`src/rtl/key_pkg.sv`:
```
// rtl/key_pkg.sv - shared types, widths and sizing helper for the key counter
package key_pkg;

    typedef enum logic [1:0] {
        RELEASED,
        PRESS_PEND,
        PRESSED,
        RELEASE_PEND
    } debounce_state_t;

    localparam int COUNT_W = 4;

    // Smallest register width able to hold the values 0 .. n-1 (never below one bit).
    function automatic int cnt_width(input int n);
        int w;
        w = 1;
        while ((1 << w) < n) begin
            w = w + 1;
        end
        return w;
    endfunction

endpackage

```
`src/rtl/key_debounce.sv`:
```
// rtl/key_debounce.sv - one pushbutton: 2-flop sync, debounce FSM, press pulse; auto-repeat under AUTO_REPEAT_EN
module key_debounce
    import key_pkg::*;
#(
    parameter int DEBOUNCE_CYCLES = 500000
`ifdef AUTO_REPEAT_EN
    ,
    parameter int REPEAT_DELAY    = 25000000,
    parameter int REPEAT_PERIOD   = 10000000
`endif
) (
    input  logic clk,
    input  logic reset,
    input  logic key_n,
    output logic pressed,
    output logic press_pulse
);

    localparam int                TMR_W    = cnt_width(DEBOUNCE_CYCLES);
    localparam logic [TMR_W-1:0]  TMR_LAST = TMR_W'(DEBOUNCE_CYCLES - 1);

    logic            r_sync1;
    logic            r_sync2;
    debounce_state_t r_state;
    debounce_state_t w_state_nxt;
    logic [TMR_W-1:0] r_timer;
    logic [TMR_W-1:0] w_timer_nxt;
    logic            r_pulse;
    logic            w_press_evt;
    logic            w_enter_pressed;
    logic            w_repeat_evt;

    // Two-flop synchronizer; resets to the released (high) level.
    always_ff @(posedge clk) begin
        if (reset) begin
            r_sync1 <= 1'b1;
            r_sync2 <= 1'b1;
        end else begin
            r_sync1 <= key_n;
            r_sync2 <= r_sync1;
        end
    end

    // Debounce FSM state, timer and the registered one-cycle press pulse.
    always_ff @(posedge clk) begin
        if (reset) begin
            r_state <= RELEASED;
            r_timer <= '0;
            r_pulse <= 1'b0;
        end else begin
            r_state <= w_state_nxt;
            r_timer <= w_timer_nxt;
            r_pulse <= w_press_evt | w_repeat_evt;
        end
    end

    // Next-state logic: a level change must hold DEBOUNCE_CYCLES further samples to be accepted.
    always_comb begin
        w_state_nxt     = r_state;
        w_timer_nxt     = r_timer;
        w_press_evt     = 1'b0;
        w_enter_pressed = 1'b0;
        case (r_state)
            RELEASED: begin
                if (!r_sync2) begin
                    w_state_nxt = PRESS_PEND;
                    w_timer_nxt = '0;
                end
            end
            PRESS_PEND: begin
                if (r_sync2) begin
                    w_state_nxt = RELEASED;
                end else if (r_timer == TMR_LAST) begin
                    w_state_nxt     = PRESSED;
                    w_press_evt     = 1'b1;
                    w_enter_pressed = 1'b1;
                end else begin
                    w_timer_nxt = r_timer + 1'b1;
                end
            end
            PRESSED: begin
                if (r_sync2) begin
                    w_state_nxt = RELEASE_PEND;
                    w_timer_nxt = '0;
                end
            end
            RELEASE_PEND: begin
                if (!r_sync2) begin
                    w_state_nxt     = PRESSED;
                    w_enter_pressed = 1'b1;
                end else if (r_timer == TMR_LAST) begin
                    w_state_nxt = RELEASED;
                end else begin
                    w_timer_nxt = r_timer + 1'b1;
                end
            end
            default: begin
                w_state_nxt = RELEASED;
                w_timer_nxt = '0;
            end
        endcase
    end

`ifdef AUTO_REPEAT_EN
    localparam int HOLD_MAX = (REPEAT_DELAY > REPEAT_PERIOD) ? REPEAT_DELAY : REPEAT_PERIOD;
    localparam int HOLD_W   = cnt_width(HOLD_MAX);
    localparam logic [HOLD_W-1:0] DELAY_LAST  = HOLD_W'(REPEAT_DELAY - 1);
    localparam logic [HOLD_W-1:0] PERIOD_LAST = HOLD_W'(REPEAT_PERIOD - 1);

    logic [HOLD_W-1:0] r_hold;
    logic [HOLD_W-1:0] w_hold_nxt;
    logic              r_armed;
    logic              w_armed_nxt;

    // Hold timer register; r_armed marks that the first (longer) delay has elapsed.
    always_ff @(posedge clk) begin
        if (reset) begin
            r_hold  <= '0;
            r_armed <= 1'b0;
        end else begin
            r_hold  <= w_hold_nxt;
            r_armed <= w_armed_nxt;
        end
    end

    // Repeat scheduling: counts only while stably PRESSED, restarts on every entry to PRESSED.
    always_comb begin
        w_hold_nxt   = r_hold;
        w_armed_nxt  = r_armed;
        w_repeat_evt = 1'b0;
        if (w_enter_pressed) begin
            w_hold_nxt  = '0;
            w_armed_nxt = 1'b0;
        end else if ((r_state == PRESSED) && !r_sync2) begin
            if (!r_armed) begin
                if (r_hold == DELAY_LAST) begin
                    w_repeat_evt = 1'b1;
                    w_hold_nxt   = '0;
                    w_armed_nxt  = 1'b1;
                end else begin
                    w_hold_nxt = r_hold + 1'b1;
                end
            end else if (r_hold == PERIOD_LAST) begin
                w_repeat_evt = 1'b1;
                w_hold_nxt   = '0;
            end else begin
                w_hold_nxt = r_hold + 1'b1;
            end
        end
    end
`else
    assign w_repeat_evt = 1'b0;
`endif

    assign pressed     = (r_state == PRESSED) || (r_state == RELEASE_PEND);
    assign press_pulse = r_pulse;

endmodule

```
`src/rtl/key_counter.sv`:
```
// rtl/key_counter.sv - two debounced keys driving a 4-bit wrap up/down count; auto-repeat under AUTO_REPEAT_EN
module key_counter
    import key_pkg::*;
#(
    parameter int DEBOUNCE_CYCLES = 500000
`ifdef AUTO_REPEAT_EN
    ,
    parameter int REPEAT_DELAY    = 25000000,
    parameter int REPEAT_PERIOD   = 10000000
`endif
) (
    input  logic               CLOCK_50,
    input  logic               reset,
    input  logic               KEY_up,
    input  logic               KEY_down,
    output logic [COUNT_W-1:0] count,
    output logic               changed,
    output logic [1:0]         LEDG
);

    logic               w_up_pressed;
    logic               w_up_pulse;
    logic               w_down_pressed;
    logic               w_down_pulse;
    logic [COUNT_W-1:0] r_count;
    logic               r_changed;

    key_debounce #(
        .DEBOUNCE_CYCLES(DEBOUNCE_CYCLES)
`ifdef AUTO_REPEAT_EN
        ,
        .REPEAT_DELAY   (REPEAT_DELAY),
        .REPEAT_PERIOD  (REPEAT_PERIOD)
`endif
    ) u_up (
        .clk        (CLOCK_50),
        .reset      (reset),
        .key_n      (KEY_up),
        .pressed    (w_up_pressed),
        .press_pulse(w_up_pulse)
    );

    key_debounce #(
        .DEBOUNCE_CYCLES(DEBOUNCE_CYCLES)
`ifdef AUTO_REPEAT_EN
        ,
        .REPEAT_DELAY   (REPEAT_DELAY),
        .REPEAT_PERIOD  (REPEAT_PERIOD)
`endif
    ) u_down (
        .clk        (CLOCK_50),
        .reset      (reset),
        .key_n      (KEY_down),
        .pressed    (w_down_pressed),
        .press_pulse(w_down_pulse)
    );

    // Wrap-around counter; simultaneous up and down pulses cancel and leave changed low.
    always_ff @(posedge CLOCK_50) begin
        if (reset) begin
            r_count   <= '0;
            r_changed <= 1'b0;
        end else begin
            case ({w_up_pulse, w_down_pulse})
                2'b10: begin
                    r_count   <= r_count + 1'b1;
                    r_changed <= 1'b1;
                end
                2'b01: begin
                    r_count   <= r_count - 1'b1;
                    r_changed <= 1'b1;
                end
                default: begin
                    r_changed <= 1'b0;
                end
            endcase
        end
    end

    assign count   = r_count;
    assign changed = r_changed;
    assign LEDG    = {w_down_pressed, w_up_pressed};

endmodule

```
`config.mk`:
```
export PLATFORM = sky130hd
export DESIGN_NAME = key_counter
export DESIGN_NICKNAME = d
export VERILOG_FILES = /design/src/rtl/key_pkg.sv /design/src/rtl/key_debounce.sv /design/src/rtl/key_counter.sv
export SDC_FILE = /design/constraint.sdc
export NUM_CORES = 1
export LEC_CHECK = 0
export ABC_AREA = 1
export CORE_MARGIN = 4
export CORE_UTILIZATION = 25
export CTS_CLUSTER_DIAMETER = 100
export CTS_CLUSTER_SIZE = 25
export DETAILED_ROUTE_END_ITERATION = 8
export GPL_TIMING_DRIVEN = 0
export PLACE_DENSITY = 0.45
export SETUP_SLACK_MARGIN = 0.05
export SYNTH_ARGS = -nofsm -noshare
export SYNTH_HDL_FRONTEND = slang
export SYNTH_HIERARCHICAL = 1
export SYNTH_SLANG_ARGS = --single-unit
```
`constraint.sdc`:
```
create_clock -name CLOCK_50 -period 1.81 [get_ports CLOCK_50]
set_clock_uncertainty 0.15 [all_clocks]
set_input_delay 0.4525 -clock CLOCK_50 [delete_from_list [all_inputs] [get_ports CLOCK_50]]
set_output_delay 0.4525 -clock CLOCK_50 [all_outputs]
set_load 0.1 [all_outputs]
```
==> run_results.csv <==
group,metric,value,unit
synth,synth-edff-count,0,
setup_path,path_delay_family,"buffers and inverters",
detailed_routing,via_count,3299,
sta,report.final.hold_viol_count,0,
layout,nFillCells,1456,
detailed_routing,vias_per_cell,4.56,
die,die_area,15000,um^2
global_routing,grt_max_degree,16,
power,leakage,1.39,nW
layout,drive_gt1_share,19.2,%
synth,ys_ff_latch,53,
place,placedCellCount,706,
clock_tree,h-tree-depth,2,
setup_path,worstSetupEndpointType,"primary output",
place,dp_hpwl,6.22,mm
sta,min_period,1730,ps
clock_tree,cts_sinks,53,
detailed_routing,drtIter0Drc,227,
global_routing,grt_pass1_wl,14.2,mm
clock_tree,clk_latency,300,ps
detailed_routing,drt-total-wl,8.54,mm
synth,syn_avg_cell_area,6.26,um^2
die,initial_core_util,25.8,%
clock_tree,cts_buffer_depth,2,
sta,tightest_slew,492,ps
layout,finalNonFillerCells,723,
global_routing,grt_pass1_vias,2962,
global_routing,antenna_found_initial,0,
synth,synth_nets,533,
synth,synthDistinctLibCells,31,
min_path,hold_path.class,"reg2reg",
setup_path,crit_type,"reg2out",
layout,antenna_cells,0,
status,status,"finished clean",
global_routing,track_usage,11.7,%
place,place_area,3600,um^2
synth,async_reset_ff_share,0,%
synth,synthesis.area,3280,um^2
die,core_area,12700,um^2
sta,relSlewSlack,67.4,%
power,p_per_area,579,nW/um^2
detailed_routing,first_pass_iters,5,
place,place.gp.congestion,0.800,
sta,setup_viol,0,
die,fp.dieW,123,um
sta,max_freq,579,MHz
power,total_power,2.30,mW
place,portBuffers,10,
clock_tree,cts_tree,"yes",
setup_path,required,1210,ps
layout,syn_to_final_growth,21.1,%
synth,synth_ff_type,"dfxtp_1",
setup_path,path_buf_inv,1,
setup_path,crit_chain,"buf_2",
die,die_h,123,um
detailed_routing,ant_nets,0,
global_routing,gr-total-overflow,0,
job,max_cap_viol_count,0,
synth,syn_inst,524,
layout,layout_commonest_cell,"nand2_1",
clock_tree,cts_buffers,5,
synth,seq_area_frac_synth,32.4,%
detailed_routing,wire_per_inst,11.8,um
synth,yosysWarnings,6,
setup_path,critPathMaxStageDelay,440,ps
die,row_count,41,
sta,min_period_over_period,95.5,%
clock_tree,cts-root-buf,"clkbuf_16",
layout,final_nets,559,
sta,rsz0062_at_grt,"yes",
layout,design_area,3970,um^2
setup_path,critPathMaxFanout,5,
layout,layout_common_cells,"nand2_1 (165), nor2_1 (69), inv_1 (59), nand3_1 (34), dfxtp_1 (31)",
setup_path,critPathSlowestCell,"buf_2",
die,ios,11,
sta,maxSlewViolCount,0,
setup_path,start_kind,"flip-flop",
power,peakVddDrop,349,uV
setup_path,arrival,1130,ps
clock_tree,clkTransAtPathRegs,70,ps
detailed_routing,drc,0,
-- worst register-to-register path, cell delays in order (launching register included) --
cell and delay (ps):
dfxtp_1 350, inv_1 80, nand2_1 70, nor2_2 90
nand2_1 90, nor2_4 150, nand3_4 130, nand2_8 140
clkbuf_16 150, nand2_1 60, a21oi_2 120
-- power by group --
part	leakage, nW	total [mW]	internal, mW	switching, mW
logic	0.875	0.0995	0.0321	0.0674
registers	0.440	1.17	1.17	0.00444
clock network	0.0799	1.03	0.587	0.442
total	1.39	2.30	1.79	0.514
-- cell type report --
class,count,area (um^2),share of cell area [%]
buffer,15,87.6,2.21
clock buffer,7,153,3.84
clock inverter,1,5.00,0.126
inverter,60,225,5.67
multi-input combinational,395,2020,50.9
sequential,53,1100,27.6
tap,172,215,5.42
timing repair buffer,20,169,4.25
-- what timing repair did --
item	4_1_cts	5_1_grt
buffers inserted	0	9
setup endpoints to repair	51	41
endpoints found under the hold margin	0	0
gates cloned	0	1
gates resized for setup	55	41
hold buffers	0	0
pin swaps	0	5
-- routing by layer --
layer	part of all wire [%]	track usage, %
met5	0	0
met2	48	19.6
met4	0.88	2.94
met1	49	15.4
met3	2.8	2.12
-- worst paths after layout --
check | slack, ps | from | to | depth (start not counted)
setup / recovery | 80 | count[1]$_SDFFE_PP0P_ | count[1] | 1
hold / removal | 270 | u_up/r_sync1$_SDFF_PP1_ | u_up/r_sync2$_SDFF_PP1_ | 1
setup reg to reg | 170 | u_up/r_timer[9]$_SDFFE_PP0P_ | u_up/r_timer[9]$_SDFFE_PP0P_ | 10
hold reg to reg | 270 | u_up/r_sync1$_SDFF_PP1_ | u_up/r_sync2$_SDFF_PP1_ | 1
-- kinds of logic after synthesis --
| family | share of synthesized area, % |
|---|---|
| AO/OA/AOI/OAI | 8.58 |
| AND/OR/NAND/NOR | 44.8 |
| buffers and inverters | 9.46 |
| adder cells (fa/ha/maj) | 1.91 |
| flip-flops | 32.4 |
| XOR/XNOR | 2.94 |
-- flip-flops by register name, indices dropped and copies added, names as in the netlist, named ones only --
register and flops:
changed 1, u_up/r_timer 19, u_down/r_timer 19, count 4, u_down/r_sync2 1, u_up/press_pulse 1, u_down/press_pulse 1, u_up/r_state 1
u_up/r_sync2 1, u_up/r_sync1 1, u_down/r_state 1, u_down/r_sync1 1
-- cells in the mapped netlist, types with 3 or more instances --
cell type    n  share of area, %
nor2_1      78               8.9
xor2_1       9               2.4
a21oi_2      6               1.6
or2_2        4              0.76
dfxtp_1     53                32
o21bai_1     4              0.92
nor2_2       5              0.95
clkbuf_1     8              0.92
nand3_1     36               5.5
inv_1       59               6.8
nand4_1     22               4.2
ha_1         5               1.9
nand2_1    167                19
nand3_2      3              0.92
o21ai_0      7               1.1
a21oi_1     31               4.7
-- per-stage QoR --
step | util [%] | setup WS (ps) | hold slack, ps | setup TNS, ps
after floorplan | - | 52.4 | 239 | 0
after global placement | 28.3 | -780 | 258 | -20620
after detailed placement | 28.3 | -784 | 252 | -20610
after CTS | 29.8 | 57.5 | 278 | 0
after global routing | 31.2 | 38.4 | 287 | 0
final | 31.2 | 81.9 | 273 | 0
No activity file was read; power rests on OpenSTA's default activity.
